**config.mk**
```make
export PLATFORM = sky130hd
export DESIGN_NAME = gray_bin_pipe
export DESIGN_NICKNAME = d
export VERILOG_FILES = /design/src/rtl/gray_bin_pipe.sv
export SDC_FILE = /design/constraint.sdc
export NUM_CORES = 1
export LEC_CHECK = 0
export BUFFER_PORTS_ARGS = -buffer_cell sky130_fd_sc_hd__buf_4
export CORE_ASPECT_RATIO = 0.7
export CORE_MARGIN = 4
export CORE_UTILIZATION = 30
export DETAILED_ROUTE_END_ITERATION = 16
export SYNTH_ARGS = -nofsm -noshare
export SYNTH_HDL_FRONTEND = slang
export SYNTH_SLANG_ARGS = --single-unit
```
**constraint.sdc**
```tcl
create_clock -name clk_i -period 2 [get_ports clk_i]
set_input_delay 0.3 -clock clk_i [delete_from_list [all_inputs] [get_ports clk_i]]
set_output_delay 0.3 -clock clk_i [all_outputs]
set_load 0.01 [all_outputs]
```
**src/rtl/gray_bin_pipe.sv**
```systemverilog
`default_nettype none
// +----------------------------------------------------------------------------+
// | gray_bin_pipe: pipelined Gray<->binary converter with valid/ready on both  |
// | sides. Optional GRAY_BIN_PIPE_STEP_CHECK_EN adds err_o (mode-0 step check).|
// | Revision: 1.0                                                              |
// +----------------------------------------------------------------------------+
module gray_bin_pipe #(
  parameter int DATA_WIDTH = 8,
  parameter int STAGES     = 2
) (
  input  logic                  clk_i,
  input  logic                  rst_i,
  input  logic                  in_valid_i,
  output logic                  in_ready_o,
  input  logic [DATA_WIDTH-1:0] in_data_i,
  input  logic                  in_mode_i,
  output logic                  out_valid_o,
  input  logic                  out_ready_i,
  output logic [DATA_WIDTH-1:0] out_data_o,
`ifdef GRAY_BIN_PIPE_STEP_CHECK_EN
  output logic                  out_mode_o,
  output logic                  err_o
`else
  output logic                  out_mode_o
`endif
);

  localparam int SDIV  = (STAGES < 1) ? 1 : STAGES;
  localparam int CHUNK = (DATA_WIDTH + SDIV - 1) / SDIV;

  if (DATA_WIDTH < 2 || STAGES < 1 || STAGES > DATA_WIDTH) begin : g_param_check
    $error("gray_bin_pipe: illegal DATA_WIDTH/STAGES combination");
  end

  logic [STAGES-1:0]                 valid_q, valid_d, mode_q, mode_d, carry_q, carry_d;
  logic [STAGES-1:0][DATA_WIDTH-1:0] data_q, data_d;
  logic [STAGES-1:0]                 load;
  logic [STAGES-1:0]                 src_valid, src_mode, src_carry, conv_carry;
  logic [STAGES-1:0][DATA_WIDTH-1:0] src_data, conv_data;
  logic                              unused_carry;

  // A slot may load if it or any slot downstream of it is free this cycle.
  always_comb begin
    logic acc;
    acc  = out_ready_i;
    load = '0;
    for (int s = STAGES - 1; s >= 0; s--) begin
      acc     = acc | ~valid_q[s];
      load[s] = acc;
    end
  end

  always_comb begin
    src_valid[0] = in_valid_i;
    src_mode[0]  = in_mode_i;
    src_data[0]  = in_data_i;
    src_carry[0] = 1'b0;
    for (int s = 1; s < STAGES; s++) begin
      src_valid[s] = valid_q[s-1];
      src_mode[s]  = mode_q[s-1];
      src_data[s]  = data_q[s-1];
      src_carry[s] = carry_q[s-1];
    end
  end

  // Stage s resolves its MSB-first chunk of the prefix XOR; lower bits stay raw Gray.
  always_comb begin
    int                  hi, lo;
    logic                c;
    logic [DATA_WIDTH-1:0] w;
    conv_data  = '0;
    conv_carry = '0;
    for (int s = 0; s < STAGES; s++) begin
      hi = DATA_WIDTH - 1 - s * CHUNK;
      lo = DATA_WIDTH - (s + 1) * CHUNK;
      if (lo < 0) lo = 0;
      w = src_data[s];
      c = src_carry[s];
      if (src_mode[s]) begin
        if (s == 0) w = src_data[s] ^ (src_data[s] >> 1);
      end else begin
        for (int i = DATA_WIDTH - 1; i >= 0; i--) begin
          if (i <= hi && i >= lo) begin
            c    = c ^ w[i];
            w[i] = c;
          end
        end
      end
      conv_data[s]  = w;
      conv_carry[s] = c;
    end
  end

  always_comb begin
    valid_d = valid_q;
    mode_d  = mode_q;
    data_d  = data_q;
    carry_d = carry_q;
    for (int s = 0; s < STAGES; s++) begin
      if (load[s]) begin
        valid_d[s] = src_valid[s];
        if (src_valid[s]) begin
          mode_d[s]  = src_mode[s];
          data_d[s]  = conv_data[s];
          carry_d[s] = conv_carry[s];
        end
      end
    end
  end

  always_ff @(posedge clk_i or posedge rst_i) begin
    if (rst_i) begin
      valid_q <= '0;
      mode_q  <= '0;
      data_q  <= '0;
      carry_q <= '0;
    end else begin
      valid_q <= valid_d;
      mode_q  <= mode_d;
      data_q  <= data_d;
      carry_q <= carry_d;
    end
  end

  // The last slot's carry is never consumed; the output word is fully resolved.
  assign unused_carry = carry_q[STAGES-1];

  assign in_ready_o  = load[0];
  assign out_valid_o = valid_q[STAGES-1];
  assign out_data_o  = data_q[STAGES-1];
  assign out_mode_o  = mode_q[STAGES-1];

`ifdef GRAY_BIN_PIPE_STEP_CHECK_EN
  logic [STAGES-1:0]     err_q, err_d, src_err;
  logic [DATA_WIDTH-1:0] ref_q, ref_d;
  logic                  seen_q, seen_d;

  always_comb begin
    src_err[0] = ~in_mode_i & seen_q & ($countones(in_data_i ^ ref_q) > 1);
    for (int s = 1; s < STAGES; s++) src_err[s] = err_q[s-1];
    ref_d  = ref_q;
    seen_d = seen_q;
    err_d  = err_q;
    if (in_valid_i & load[0] & ~in_mode_i) begin
      ref_d  = in_data_i;
      seen_d = 1'b1;
    end
    for (int s = 0; s < STAGES; s++) begin
      if (load[s] & src_valid[s]) err_d[s] = src_err[s];
    end
  end

  always_ff @(posedge clk_i or posedge rst_i) begin
    if (rst_i) begin
      err_q  <= '0;
      ref_q  <= '0;
      seen_q <= 1'b0;
    end else begin
      err_q  <= err_d;
      ref_q  <= ref_d;
      seen_q <= seen_d;
    end
  end

  assign err_o = err_q[STAGES-1];
`endif

endmodule
`default_nettype wire

```
==> results.cfg <==
[place]
dp_hpwl_um = 1500
gp_congestion = 0.715
dp_worst_setup_slack_ns = 0.439
numPortBuffers = 23

[setup_path]
endpoint_kind = flop
cp.arrival_ns = 1.76
critPathKind = flop to flop
slowest_delay_ns = 0.45
crit_slowest_cell = xnor3_1
path_cells = xnor3_1 -> xor2_1 -> or4_1 -> nand3_1
cp_max_fo = 4
crit_path_start_kind = flop
cp.required_ns = 2.20

[sta]
drv_slew = 0
fin_tns_setup_ns = 0
finalClockSkew_ns = 0.00354
worst_slack_ns = 0.442
rsz0062_at_grt = no
tightest_slew_ns = 0.786
fmaxAchievable_mhz = 642
hold_viol_final = 0
whs_ns = 0.185
finalSetupViolCount = 0
fin_crit_sh = 0.779
post-route-min-period_ns = 1.56
relSlewSlack = 0.475

[grt]
use_met3 = 0.0394
grt_antenna_before_repair = 0
grt_pass1_wl_um = 3150
gr-total-overflow = 0
grt_max_degree = 22
grt_usage = 0.0911
grt_use_met1 = 0.127
grt_pass1_vias = 675
met2_usage = 0.138
busiest_layer = met2

[cts]
path_clk_slew_ns = 0.07
clock-root-buffer = clkbuf_8
cts_hold_buf = 0
numCtsBuffers = 3
post-cts-setup-buffers = 0
clockBufferDepth = 2
h-tree-depth = 1
cts_sinks = 21
cts_tree = built
clk_latency_ns = 0.26
cts_resized = 0

[die]
core-area_sq_mm = 0.00323
die-area_sq_mm = 0.00447
boundaryPins = 24
rows = 17
die_w_um = 78.2
die_y_um = 57.2
start_util = 0.320

[finish]
regArea_sq_um = 526
mostFrequentLayoutCell = nand2_1
diodes = 0
drive_above_1_share = 0.263
nets = 132
nFillCells = 334
layout_common_cells = 24 x nand2_1, 23 x buf_4, 21 x dfrtp_1, 10 x o21ai_0, 8 x xnor2_1
areaGrowthSynthToFinish_pct = 19.8
multi_input_comb_area_sq_um = 435

[logic_synthesis]
syn_inst = 102
synth_nets = 115
synth_area_leaders = dfrtp_1 51%, nand2_1 8.7%, xnor2_1 6.8%
ys_seq_elements = 21
yosys_warnings = 0
synthesis.area_sq_mm = 0.00104
yosysSeqAreaShare = 0.507
yosys.area.top_type_share = 0.507
synth_area_leader_cell = dfrtp_1
syn_area_per_cell_sq_um = 10.2
yosys.cell_types.count = 19

[pwr]
powerDensity_mw_per_mm2 = 987
power_leakage_nw = 0.576
peakVddDrop_mv = 0.309

[route]
route.detailed.drc = 0
totalWireLength_um = 1930
drt-initial-drc-count = 26
viasPerCell = 4.20
firstDrtPassIters = 4
antenna_left = 0
vias = 693
wl_per_cell_um = 11.7

[min_path]
hold_class = primary input to asynchronous set/reset pin

[run]
maxCapViolCount = 0

[status]
outcome = finished, final reports clean
[worst max-delay path: cells and delay by family, from the launching register on]
family / cells / cell delay [ns]
XOR/XNOR: 2 / 0.61
AND/OR/NAND/NOR: 2 / 0.48
flip-flops: 1 / 0.40
[synthesized netlist by cell type]
library cell / instances
and2_1: 1
buf_4: 8
clkbuf_1: 3
dfrtp_1: 21
inv_1: 1
mux2_2: 5
nand2_1: 24
nand2b_1: 3
nand3_1: 1
nand3b_1: 1
nor2_1: 3
nor2b_1: 2
o2111ai_1: 1
o21ai_0: 10
o31ai_1: 1
or4_1: 1
xnor2_1: 8
xnor3_1: 1
xor2_1: 7
[sequential cells by signal, summed over array words and instances (netlist names)]
register    cells
carry_q         1
conv_data       4
data_q          4
mode_q          2
out_data_o      8
valid_q         2
[worst paths after layout]
check,start,to,slack (ns),cells after the start
min in group clk_i,in_valid_i,valid_q[0],0.25,2
worst min register to register,conv_data[14],conv_data[14],0.48,2
worst max-delay path,carry_q[0],out_data_o[0],0.44,4
max in group asynchronous,rst_i,data_q[2],1.32,2
worst max register to register,carry_q[0],out_data_o[0],0.44,4
worst min-delay path,rst_i,out_data_o[1],0.19,2
[layer usage]
| metal | routed length, um | share of wire |
|---|---|---|
| met5 | 0 | 0 |
| met4 | 0 | 0 |
| met3 | 141 | 0.073 |
| met2 | 853 | 0.44 |
| met1 | 931 | 0.48 |
[through the flow]
stage / instance area (sq um) / cells / util / total power [mW]
finish: 1240 / 165 / 0.384 / 1.23
global route: 1240 / 165 / 0.384 / 1.31
CTS: 1240 / 165 / 0.384 / 1.25
global placement: 1200 / 161 / 0.370 / 0.959
floorplan: 1040 / 102 / - / 0.876
detailed placement: 1200 / 161 / 0.370 / 0.971
[cells by family after synthesis]
kind of cell	count (synthesis)	synth area share
simple gates	36	0.153
flops	21	0.507
xor+xnor	16	0.149
compound gates	12	0.0640
buf+inv	12	0.0725
mux	5	0.0543
[report_power, final]
part | internal (mW) | leakage, nW | switching [mW]
Combinational | 0.201 | 0.298 | 0.163
Sequential | 0.521 | 0.256 | 0.0666
Clock | 0.142 | 0.0228 | 0.132
Total | 0.863 | 0.576 | 0.362
[area by class of cell]
class | count | share of cell area
sequential | 21 | 0.423
timing repair buffer | 23 | 0.139
multi-input combinational | 69 | 0.351
inverter | 1 | 0.00302
tap | 47 | 0.0474
clock buffer | 4 | 0.0363
(Power assumes the default switching activity.)
